File: config.mk
export PLATFORM = sky130hd
export DESIGN_NAME = alu_share_arbiter
export DESIGN_NICKNAME = d
export VERILOG_FILES = /design/src/rtl/alu_share_arbiter.sv
export SDC_FILE = /design/constraint.sdc
export NUM_CORES = 1
export LEC_CHECK = 0
export ABC_AREA = 1
export CORE_MARGIN = 2
export CORE_UTILIZATION = 45
export DETAILED_ROUTE_END_ITERATION = 6
export PLACE_DENSITY = 0.72
export SYNTH_ARGS = -nofsm -noshare
export SYNTH_HDL_FRONTEND = slang
export SYNTH_SLANG_ARGS = --single-unit
File: constraint.sdc
create_clock -name clk -period 3.1 [get_ports clk]
set_input_delay 0.93 -clock clk [delete_from_list [all_inputs] [get_ports clk]]
set_output_delay 0.93 -clock clk [all_outputs]
set_load 0.02 [all_outputs]
File: src/rtl/alu_share_arbiter.sv
// alu_share_arbiter: one 32-bit ALU shared round-robin by two valid/ready requesters, one op in flight.
// Optional perf counters (grant_cnt0/1, stall_cnt) are built when ALU_ARB_PERF_EN is defined.
module alu_share_arbiter #(
    parameter int unsigned FIRST_PRIO = 0,
    parameter int unsigned CNT_W      = 16
) (
    input  logic              clk,
    input  logic              reset,
    input  logic [1:0]        req_valid,
    output logic [1:0]        req_ready,
    input  logic [63:0]       req_a,
    input  logic [63:0]       req_b,
    input  logic [5:0]        req_op,
    output logic [1:0]        rsp_valid,
    input  logic [1:0]        rsp_ready,
    output logic [31:0]       rsp_result,
    output logic [3:0]        rsp_flags,
    output logic              rsp_err,
    output logic              busy
`ifdef ALU_ARB_PERF_EN
    ,
    output logic [CNT_W-1:0]  grant_cnt0,
    output logic [CNT_W-1:0]  grant_cnt1,
    output logic [CNT_W-1:0]  stall_cnt
`endif
);

    localparam int unsigned DATA_W = 32;
    localparam int unsigned OP_W   = 3;
    localparam int unsigned FLAG_W = 4;
    localparam logic RST_LAST_GRANT = (FIRST_PRIO == 0) ? 1'b1 : 1'b0;

    generate
        if (FIRST_PRIO > 1 || CNT_W == 0) begin : g_param_check
            $error("alu_share_arbiter: FIRST_PRIO must be 0/1 and CNT_W nonzero");
        end
    endgenerate

    typedef enum logic [1:0] {
        S_IDLE = 2'd0,
        S_EXEC = 2'd1,
        S_RESP = 2'd2
    } state_t;

    state_t              r_state;
    state_t              w_next_state;
    logic                r_last_grant;
    logic                r_id;
    logic [DATA_W-1:0]   r_a;
    logic [DATA_W-1:0]   r_b;
    logic [OP_W-1:0]     r_op;
    logic [DATA_W-1:0]   r_rsp_result;
    logic [FLAG_W-1:0]   r_rsp_flags;
    logic                r_rsp_err;

    logic [1:0]          w_grant;
    logic                w_accept;
    logic                w_grant_id;
    logic [DATA_W-1:0]   w_sel_a;
    logic [DATA_W-1:0]   w_sel_b;
    logic [OP_W-1:0]     w_sel_op;

    logic                w_is_sub;
    logic [DATA_W-1:0]   w_b_eff;
    logic [DATA_W:0]     w_sum;
    logic [DATA_W-1:0]   w_alu_result;
    logic [FLAG_W-1:0]   w_alu_flags;
    logic                w_alu_c;
    logic                w_alu_v;
    logic                w_alu_err;

    // Round-robin grant, only offered while idle; a tie goes to the requester not served last.
    always_comb begin : p_arb
        w_grant = 2'b00;
        if (r_state == S_IDLE) begin
            if (&req_valid) begin
                w_grant = r_last_grant ? 2'b01 : 2'b10;
            end else begin
                w_grant = req_valid;
            end
        end
    end

    assign w_accept   = |w_grant;
    assign w_grant_id = w_grant[1];
    assign w_sel_a    = w_grant_id ? req_a[63:32] : req_a[31:0];
    assign w_sel_b    = w_grant_id ? req_b[63:32] : req_b[31:0];
    assign w_sel_op   = w_grant_id ? req_op[5:3]  : req_op[2:0];

    // ALU on the latched operands; SUB is a + ~b + 1 so C means "no borrow".
    always_comb begin : p_alu
        w_is_sub     = (r_op == 3'b001);
        w_b_eff      = w_is_sub ? ~r_b : r_b;
        w_sum        = {1'b0, r_a} + {1'b0, w_b_eff} + 33'(w_is_sub);
        w_alu_result = '0;
        w_alu_c      = 1'b0;
        w_alu_v      = 1'b0;
        w_alu_err    = 1'b0;
        case (r_op)
            3'b000, 3'b001: begin
                w_alu_result = w_sum[DATA_W-1:0];
                w_alu_c      = w_sum[DATA_W];
                w_alu_v      = (r_a[31] == w_b_eff[31]) && (w_sum[31] != r_a[31]);
            end
            3'b100:  w_alu_result = r_a & r_b;
            3'b101:  w_alu_result = r_a | r_b;
            3'b110:  w_alu_result = r_a ^ r_b;
            3'b111:  w_alu_result = r_a & ~r_b;
            default: w_alu_err    = 1'b1;
        endcase
        w_alu_flags = w_alu_err ? 4'b0000
                    : {w_alu_result[31], (w_alu_result == '0), w_alu_c, w_alu_v};
    end

    always_ff @(posedge clk) begin : p_state
        if (reset) begin
            r_state <= S_IDLE;
        end else begin
            r_state <= w_next_state;
        end
    end

    always_comb begin : p_next
        w_next_state = r_state;
        case (r_state)
            S_IDLE:  if (w_accept) w_next_state = S_EXEC;
            S_EXEC:  w_next_state = S_RESP;
            S_RESP:  if (rsp_ready[r_id]) w_next_state = S_IDLE;
            default: w_next_state = S_IDLE;
        endcase
    end

    always_comb begin : p_out
        req_ready = 2'b00;
        rsp_valid = 2'b00;
        busy      = 1'b0;
        case (r_state)
            S_IDLE: req_ready = w_grant;
            S_EXEC: busy = 1'b1;
            S_RESP: begin
                busy           = 1'b1;
                rsp_valid[r_id] = 1'b1;
            end
            default: ;
        endcase
    end

    // Operand capture on accept, response capture at the end of EXEC.
    always_ff @(posedge clk) begin : p_data
        if (reset) begin
            r_last_grant <= RST_LAST_GRANT;
            r_id         <= 1'b0;
            r_a          <= '0;
            r_b          <= '0;
            r_op         <= '0;
            r_rsp_result <= '0;
            r_rsp_flags  <= '0;
            r_rsp_err    <= 1'b0;
        end else begin
            if (w_accept) begin
                r_a          <= w_sel_a;
                r_b          <= w_sel_b;
                r_op         <= w_sel_op;
                r_id         <= w_grant_id;
                r_last_grant <= w_grant_id;
            end
            if (r_state == S_EXEC) begin
                r_rsp_result <= w_alu_result;
                r_rsp_flags  <= w_alu_flags;
                r_rsp_err    <= w_alu_err;
            end
        end
    end

    assign rsp_result = r_rsp_result;
    assign rsp_flags  = r_rsp_flags;
    assign rsp_err    = r_rsp_err;

`ifdef ALU_ARB_PERF_EN
    logic [CNT_W-1:0] r_grant_cnt0;
    logic [CNT_W-1:0] r_grant_cnt1;
    logic [CNT_W-1:0] r_stall_cnt;

    // Free-running wrap-around counters: accepts per requester and RESP cycles left waiting.
    always_ff @(posedge clk) begin : p_perf
        if (reset) begin
            r_grant_cnt0 <= '0;
            r_grant_cnt1 <= '0;
            r_stall_cnt  <= '0;
        end else begin
            if (w_accept && !w_grant_id) r_grant_cnt0 <= r_grant_cnt0 + CNT_W'(1);
            if (w_accept &&  w_grant_id) r_grant_cnt1 <= r_grant_cnt1 + CNT_W'(1);
            if ((r_state == S_RESP) && !rsp_ready[r_id]) r_stall_cnt <= r_stall_cnt + CNT_W'(1);
        end
    end

    assign grant_cnt0 = r_grant_cnt0;
    assign grant_cnt1 = r_grant_cnt1;
    assign stall_cnt  = r_stall_cnt;
`endif

endmodule

==> results of run 1 <==
how the worst max path moves through the flow:
stage | from | endpoint | slack (ns) | depth (start not counted)
2_1_floorplan | r_op[2] | rsp_flags[2] | 0.14 | 24
3_3_place_gp | req_valid[0] | req_ready[0] | -0.15 | 4
3_5_place_dp | req_valid[0] | req_ready[0] | -0.14 | 4
4_1_cts | r_op[1] | rsp_flags[2] | 0.01 | 21
5_1_grt | r_op[2] | rsp_flags[2] | -0.15 | 21
6_report | r_op[2] | rsp_flags[2] | 0.01 | 21
registers in the layout, summed over array words and instances (netlist names):
signal	count
r_op	3
r_state	2
r_last_grant	1
rsp_result	32
r_id	1
r_a	32
rsp_flags	4
r_b	32
rsp_err	1
final cells by class:
cell class	count	area, um2
flip-flops and latches	108	2165
repair buffers	316	2898
clock buffers	9	225.2
clock inverters	7	83.83
well taps	275	344.1
inverters	306	1150
fillers	1932	7523
multi-input cells	1070	6434
critical path, cell delays in order, from the launching register on:
cell and delay (ns):
dfxtp_2 0.34, nor2_4 0.12, nand2_4 0.11, buf_12 0.18, xor2_1 0.16, inv_1 0.10
ha_4 0.30, nand2_2 0.07, nor2_2 0.13, nand2_1 0.10, nand3_2 0.09, buf_4 0.11
nand2_1 0.04, nand3_1 0.07, nand3_2 0.12, nor2_2 0.12, nand3_2 0.10, nor3_4 0.22
nand4_1 0.13, nor3_2 0.17, nand2_1 0.07, a21oi_1 0.13
layer usage:
metal | GRT usage (%) | routed length [um] | up-vias
li1 | - | - | 5422
met1 | 38.92 | 14880 | 4831
met2 | 39.93 | 13160 | 347
met3 | 4.434 | 1918 | 42
met4 | 6.952 | 716 | 0
met5 | 0 | 0 | -
cell usage in the layout, fill, tap and decap left out, types with 3 or more instances in the layout:
master	n
nand2_1	398
inv_1	292
clkdlybuf4s50_1	179
nand3_1	131
buf_4	130
dfxtp_1	106
nor2_1	103
o211ai_1	81
xor2_1	56
ha_1	45
o21ai_0	41
nand2_2	28
a21oi_1	24
ha_4	24
nor2_2	17
a31oi_1	17
inv_2	13
a21oi_2	12
nand3b_1	11
nand4_1	11
clkbuf_16	10
nand3_2	9
or2_2	9
o21ai_1	7
a32oi_1	6
o21bai_1	4
nor3_2	4
nor3_1	4
ha_2	3
buf_12	3
where the power goes:
group	internal (uW)	total [uW]	switching [uW]
combinational	4720	10600	5900
clock	643	1210	572
sequential	1950	2580	634
total	7310	14400	7110
cells by family (layout without fill, tap and decap cells):
group	after synthesis	in the layout
AND/OR/NAND/NOR	735	735
adder cells (fa/ha/maj)	73	73
XOR/XNOR	59	59
AO/OA/AOI/OAI	203	203
buffers and inverters	373	638
flip-flops	108	108
stage by stage:
| stage | util (%) | setup TNS (ns) | cell area [um2] |
|---|---|---|---|
| after floorplan | - | 0 | 9468 |
| after global placement | 58.99 | -0.2173 | 12280 |
| after detailed placement | 58.99 | -0.1918 | 12280 |
| after CTS | 60.74 | 0 | 12650 |
| after global routing | 63.87 | -0.2009 | 13300 |
| final | 63.87 | 0 | 13300 |
what timing repair did:
action                                  CTS  global route
hold buffers                              0             0
pin swaps                                 0            26
gates resized for setup                  11           112
endpoints found under the setup margin    3            15
setup buffers                             0             9
gates cloned                              1             1
==> metrics.txt, run 1 <==
status=finished, final reports clean; first-pass GRT wire length=47.09 mm; Synth Area in Simple Gates=32.81%; Post-Place Cells=2064; total track usage=26.46%; Worst Hold Depth=2; Skew-Pair Late Insertion Delay=0.37 ns; final worst slack=0.01074 ns; P per Cell Area=1084 nW/um2; Setup Viol. Count Final=0; Worst Clk Skew=0.01312 ns; vias in the first global route=9435; overall power=14420 uW; gpl congestion=0.9563; final hold slack=0.4732 ns; crit end category=register; Final #Nets=2024; share of the yosys chip area belonging to registers=22.84%; ranking of synthesized cells by area=dfxtp_1 (23%), nand2_1 (17%), inv_1 (12%); slew at the pin closest to its max-slew limit=0.6858 ns; Crit Path Class=register to register; worst r2r path cells=21; crit path max fanout=7; CTS tree=yes; Hold Crit Class=register to register; WL final=30.67 mm; most frequent cell after synthesis=nand2_1; Cell Count, Final, Fillers Out=2091; mux share of post-synthesis cell area=0%; crit path launch type=register; Synth top cells by count=nand2_1 (419), inv_1 (301), nand3_1 (139), nor2_1 (121), dfxtp_1 (108); Vias/cell=5.089; Syn Inst Count=1551; Synth Area in Compound Gates=13.75%; die height=149.0 um; clk buf depth=2; number of synthesized flops with an enable pin=0; worst relative slew slack=54.15%; Synth Flop Type=dfxtp_1; Critical Path RT=3.39 ns; Final Critical Period=3.089 ns; Routed Antenna Nets=0; Max Clk Rate=323.7 MHz; xor/xnor share of the synthesized area=5.459%; Critical Path AT=3.38 ns; synthesized area=9465 um2; Buffers on Ports=181; CTS clk-pin slew, worst paths=0.08 ns; DRT iter0 DRCs=763; share of layout cells above drive strength 1=15.80%; # clock sinks=108; reg2reg start=r_op[2]; Synth Area per Inst=6.103 um2; Mapped Nets=1764; average wire per standard cell=14.67 um; DRC=0; P&R area growth vs syn=40.50%; Synth warnings=0; CTS H-tree lvls=3; Yosys top cell by area=dfxtp_1; max_cap viols=0; WHS Endpoint=rsp_flags[3]; FFs w/ async S/R, synth=0%; Synth top area share=22.84%; RSZ-0062 raised after global routing=yes; core area=20820 um2; Die W=149.0 um; r2r setup slk=0.01 ns; initial antenna violation count=0; gr ovfl total=0; antenna cells=0; period utilisation layout=99.65%; Slew Limit Fails=0; drt pass-1 iters=5; Post-Synth Adder-Cell Area=9.729%; Hold Violations, Final=0; LEAKAGE=0.006716 uW; Hold Crit Start=rsp_flags[3]; Worst VDD drop=0.4911 mV; Detail Placement HPWL=23.36 mm; Initial Utilization=45.46%; #FFs+latches synth=108; reg2reg end=rsp_flags[2]; # IOs=182; Vias=10640; Rows=53; cts bufs inserted=9; Distinct cells, synth=40; pre-CTS setup slack=-0.1439 ns; clock root cell=clkbuf_16; die area=22210 um2; largest family of logic cells by synthesized area=simple AND/OR/NAND/NOR gates; pin count of the biggest net entering global routing=75
(Power assumes the default switching activity.)
==> run 2: changes to the inputs <==
--- a/config.mk
+++ b/config.mk
@@ -6,9 +6,11 @@
 export NUM_CORES = 1
 export LEC_CHECK = 0
 export ABC_AREA = 1
+export CORE_ASPECT_RATIO = 1.75
 export CORE_MARGIN = 2
 export CORE_UTILIZATION = 45
 export DETAILED_ROUTE_END_ITERATION = 6
+export GPL_TIMING_DRIVEN = 0
 export PLACE_DENSITY = 0.72
 export SYNTH_ARGS = -nofsm -noshare
 export SYNTH_HDL_FRONTEND = slang
==> run 2 against run 1 <==
Against the previous run:
- the flow now finishes with violations (design-rule violations, negative setup slack)
- combinational power down 8%
- clock-buffer cell count stayed put
- largest cell class unchanged
- first-iteration DRC count shrank 16%
- global-route usage rose by 3.2 points
- highest routed layer unchanged
- clock power grew 9%
- critical path type unchanged
==> metrics.txt, run 2 (same netlist as run 1, synthesis figures left out) <==
Max Clk Rate=309.6 MHz; CTS H-tree lvls=3; crit path max fanout=6; Skew-Pair Late Insertion Delay=0.37 ns; die area=22260 um2; LEAKAGE=0.006352 uW; gpl congestion=0.9283; pin count of the biggest net entering global routing=20; Slew Limit Fails=0; CTS clk-pin slew, worst paths=0.08 ns; Crit Path Class=register to register; Worst Hold Depth=2; most numerous cell on the critical path=nand2_1; Layout fillers=1966; Detail Placement HPWL=26.75 mm; slew at the pin closest to its max-slew limit=0.8943 ns; drt pass-1 iters=7; Cell Count, Final, Fillers Out=2018; total track usage=29.70%; status=finished, violations left; P per Cell Area=1061 nW/um2; worst path cell trace=nor2_4 > buf_8 > nand2_8 > clkbuf_16 > xor2_1 > inv_2 > ha_4 > nand2_1 > nand2_1 > a21oi_2 > nand2_1 > inv_1 > nand2_1 > nand3b_1 > buf_4 > nand3b_1 > nand3_1 > nand3_2 > nor2_1 > nand3_1 > nor2_1 > nand2_1 > a21oi_1; CP max-delay cell=dfxtp_4; # IOs=182; final worst slack=-0.1302 ns; Initial Utilization=45.60%; crit path launch type=register; DRT iter0 DRCs=642; first-pass GRT wire length=52.11 mm; die height=195.9 um; Critical Path RT=3.39 ns; Post-Place Cells=1983; clock root cell=clkbuf_16; Routed Antenna Nets=0; clk buf depth=2; initial antenna violation count=0; Worst Clk Skew=0.01028 ns; violated checks=design-rule violations, negative setup slack; cts bufs inserted=9; worst relative slew slack=40.38%; gr ovfl total=0; CP peak stage delay=0.36 ns; P&R area growth vs syn=35.86%; average wire per standard cell=16.43 um; WL final=33.16 mm; Rows=70; most frequent cells in the layout=nand2_1 (390), inv_1 (291), clkdlybuf4s50_1 (178); core area=20760 um2; Vias=10600; # clock sinks=108; share of layout cells above drive strength 1=11.38%; period utilisation layout=104.2%; Vias/cell=5.251; CTS tree=yes; worst r2r path cells=23; Hold Violations, Final=0; overall power=13640 uW; crit end category=register; Final Critical Period=3.230 ns; max_cap viols=0; RSZ-0062 raised after global routing=yes; vias in the first global route=10360; r2r setup slk=-0.13 ns; Die W=113.6 um; Critical Path AT=3.52 ns; Buffers on Ports=180; Worst VDD drop=0.5005 mV; final hold slack=0.4706 ns; DRC=1; commonest non-fill, non-tap cell in the layout=nand2_1; Final #Nets=1974; Setup Viol. Count Final=2; antenna cells=0; Hold Crit Class=register to register
run 2: final cells by class:
| cell class | count | area [um2] | share of cell area, % |
|---|---|---|---|
| clock inverter | 7 | 105.1 | 0.8173 |
| sequential | 108 | 2167 | 16.85 |
| timing repair buffer | 200 | 1983 | 15.42 |
| clock buffer | 9 | 225.2 | 1.751 |
| buffer | 66 | 370.4 | 2.880 |
| tap | 252 | 315.3 | 2.452 |
| multi-input combinational | 1070 | 6540 | 50.86 |
| inverter | 306 | 1154 | 8.971 |
run 2: what timing repair did:
action / 4_1_cts / 5_1_grt
hold buffers: 0 / 0
pin swaps: 15 / 30
gates cloned: 1 / 1
setup buffers: 5 / 13
gates resized for setup: 90 / 87
endpoints found under the setup margin: 34 / 20
run 2: worst paths after layout:
check / to / startpoint
hold / removal: rsp_flags[3] / rsp_flags[3]
hold reg to reg: rsp_flags[3] / rsp_flags[3]
setup / recovery: rsp_flags[2] / r_op[2]
setup reg to reg: rsp_flags[2] / r_op[2]
run 2: metal layers:
| metal | wire length [um] | track usage (%) | up-vias |
|---|---|---|---|
| met5 | 0 | 0 | - |
| met4 | 2023 | 16.94 | 0 |
| met3 | 1560 | 3.213 | 114 |
| met2 | 16890 | 54.56 | 383 |
| met1 | 12680 | 32.54 | 4789 |
| li1 | - | - | 5310 |
run 2: worst max-delay path: cells and delay by family, from the launching register on:
kind / cells / cell delay (ns)
xor gates and xnor gates: 1 / 0.16
and+or+nand+nor: 14 / 1.45
buffers and inverters: 5 / 0.64
DFF: 1 / 0.36
adders and majority gates: 1 / 0.25
AOI/OAI and AO/OA: 2 / 0.30
run 2: per-stage QoR:
stage | instance area (um2) | utilization (%) | TNS (ns) | setup WS [ns]
finish | 12860 | 61.95 | -0.1554 | -0.1302
global route | 12860 | 61.95 | -0.6022 | -0.2897
CTS | 12400 | 59.76 | -0.2802 | -0.1688
detailed placement | 11580 | 55.81 | -34.58 | -0.9712
global placement | 11580 | 55.81 | -32.21 | -0.9439
floorplan | 9468 | - | 0 | 0.1365
run 2: power breakdown:
part | switching [uW] | internal (uW) | leakage [uW]
combinational | 5930 | 3790 | 0.00529
clock | 590 | 726 | 0.000164
sequential | 656 | 1950 | 0.000894
total | 7170 | 6470 | 0.00635
==> run 3: changes to the inputs <==
--- a/config.mk
+++ b/config.mk
@@ -11,7 +11,8 @@
 export CORE_UTILIZATION = 45
 export DETAILED_ROUTE_END_ITERATION = 6
 export GPL_TIMING_DRIVEN = 0
-export PLACE_DENSITY = 0.72
+export PLACE_DENSITY = 0.69
+export REMOVE_ABC_BUFFERS = 1
 export SYNTH_ARGS = -nofsm -noshare
 export SYNTH_HDL_FRONTEND = slang
 export SYNTH_SLANG_ARGS = --single-unit
==> constraint.sdc (replaced) <==
create_clock -name clk -period 3.5 [get_ports clk]
set_input_delay 1.05 -clock clk [delete_from_list [all_inputs] [get_ports clk]]
set_output_delay 1.05 -clock clk [all_outputs]
set_load 0.02 [all_outputs]
==> run 3 against run 2 <==
Against the previous run:
- critical endpoint is now req_ready[1]
- total power fell by 20%
- worst setup slack better by 0.22 ns
- hold slack lost 0.0055 ns
- largest power group unchanged
- the run now ends clean
- register-to-register slack gained 0.37 ns
- global-route usage decreased by 2.8 points
- clock skew shrank 0.0024 ns
- combinational power shrank 22%
- core utilization down 3.7 points
- clock-buffer cell count unchanged
- sequential share of layout area up 1.1 points
- routed wire length is 8.0% lower
==> metrics.txt, run 3 (same netlist as run 1, synthesis figures left out) <==
status=finished, final reports clean; Hold Crit Start=rsp_result[31]; crit path launch type=input port; Final Critical Period=3.410 ns; CTS H-tree lvls=3; total track usage=26.89%; antenna cells=0; Buffers on Ports=181; Setup Viol. Count Final=0; Critical Path RT=2.45 ns; Hold Crit Class=register to register; core area=20760 um2; CP bufs+invs=5; Cell Count, Final, Fillers Out=1952; Hold Violations, Final=0; fin area=12100 um2; Worst Clk Skew=0.007856 ns; die height=195.9 um; CTS tree=yes; Setup TNS=0 ns; CP peak stage delay=0.43 ns; LEAKAGE=0.006161 uW; clock root cell=clkbuf_16; most frequent cells in the layout=nand2_1 (412), inv_1 (298), clkdlybuf4s50_1 (179); reg2reg start=r_op[1]; first-pass GRT wire length=47.57 mm; Max Clk Rate=293.3 MHz; cts bufs inserted=9; Crit path depth=7; WL final=30.51 mm; commonest non-fill, non-tap cell in the layout=nand2_1; Crit Path Class=input port to output pin; Worst VDD drop=0.4410 mV; CTS clk-pin slew, worst paths=0.08 ns; vias in the first global route=9613; Vias/cell=5.173; P&R area growth vs syn=27.79%; Final #Nets=1909; worst relative slew slack=23.97%; DRT iter0 DRCs=542; Slew Limit Fails=0; Routed Antenna Nets=0; Vias=10100; RSZ-0062 raised after global routing=yes; area of the multi-input gates=6045 um2; slew at the pin closest to its max-slew limit=1.137 ns; Placement Cell Area=11410 um2; Post-Route Utilization=58.27%; register area=2171 um2; Critical Path AT=2.36 ns; crit path max fanout=35; Setup crit start=req_valid[1]; worst path cell trace=clkdlybuf4s50_1 > nand2_1 > clkinvlp_4 > nand2_8 > buf_16 > clkinv_16 > buf_2; # clock sinks=108; Worst Hold Depth=2; initial antenna violation count=0; CP max-delay cell=clkdlybuf4s50_1; gr ovfl total=0; Layout fillers=2109; P per Cell Area=897.3 nW/um2; period utilisation layout=97.42%; max_cap viols=0; Initial Utilization=45.60%; share of layout cells above drive strength 1=6.176%; gpl congestion=0.9530; CP delay by family, top=buffers and inverters; # IOs=182; average wire per standard cell=15.63 um; DRC=0; clk buf depth=2; Detail Placement HPWL=22.24 mm; Skew-Pair Late Insertion Delay=0.37 ns; pin count of the biggest net entering global routing=83; Rows=70; Post-Place Cells=1922; crit end category=output pin; worst r2r path cells=22; Die W=113.6 um; die area=22260 um2; drt pass-1 iters=5
-- run 3: power breakdown --
group / switching (uW) / total (uW) / internal [uW]
sequential: 497 / 2230 / 1730
clock: 533 / 1030 / 497
combinational: 4790 / 7600 / 2810
-- run 3: timing repair --
action | CTS | global route
endpoints found under the setup margin | 103 | 8
hold buffers | 0 | 0
buffers inserted | 3 | 8
pin swaps | 2 | 4
gates cloned | 4 | 1
gates resized for setup | 27 | 34
-- run 3: metal layers --
layer / wire (um) / GRT usage [%]
met3: 854 / 2.564
met4: 1758 / 14.23
met2: 16500 / 53.09
met1: 11400 / 26.95
met5: 0 / 0
-- run 3: layout make-up --
type,instances,area share [%]
multi-input combinational,1072,49.97
sequential,108,17.95
timing repair buffer,198,17.20
tap,252,2.607
clock inverter,6,0.5069
timing repair inverter,1,0.1345
inverter,306,9.765
clock buffer,9,1.862
-- run 3: worst paths after layout --
check	to	slack, ns
setup / recovery	req_ready[1]	0.09
setup reg to reg	rsp_flags[2]	0.24
hold / removal	rsp_result[31]	0.47
hold reg to reg	rsp_result[31]	0.47
-- run 3: worst register-to-register path, cell delays in order (launching register included) --
cell     delay [ns]
dfxtp_4        0.36
nor2_4         0.16
buf_12         0.13
nand2_8        0.05
buf_16         0.18
xor2_1         0.16
inv_1          0.06
ha_1           0.36
nand2_1        0.14
nor2_1         0.14
and2_1         0.14
nand2_1        0.08
nand2_2        0.13
nand2_1        0.07
nand3_1        0.06
nand2_1        0.08
nand2_1        0.11
nand3_1        0.13
nor2_2         0.18
nand3_1        0.11
nor3_2         0.16
nand2_1        0.07
a21oi_1        0.11
-- run 3: per-stage QoR --
stage,power [uW],worst slack (ns),hold WS (ns)
global route,11850,-0.06327,0.4981
detailed placement,9295,-1.319,0.4561
global placement,9156,-4.824,0.4546
floorplan,6895,-2.007,0.4623
CTS,10560,0.01320,0.4680
finish,10850,0.09023,0.4651
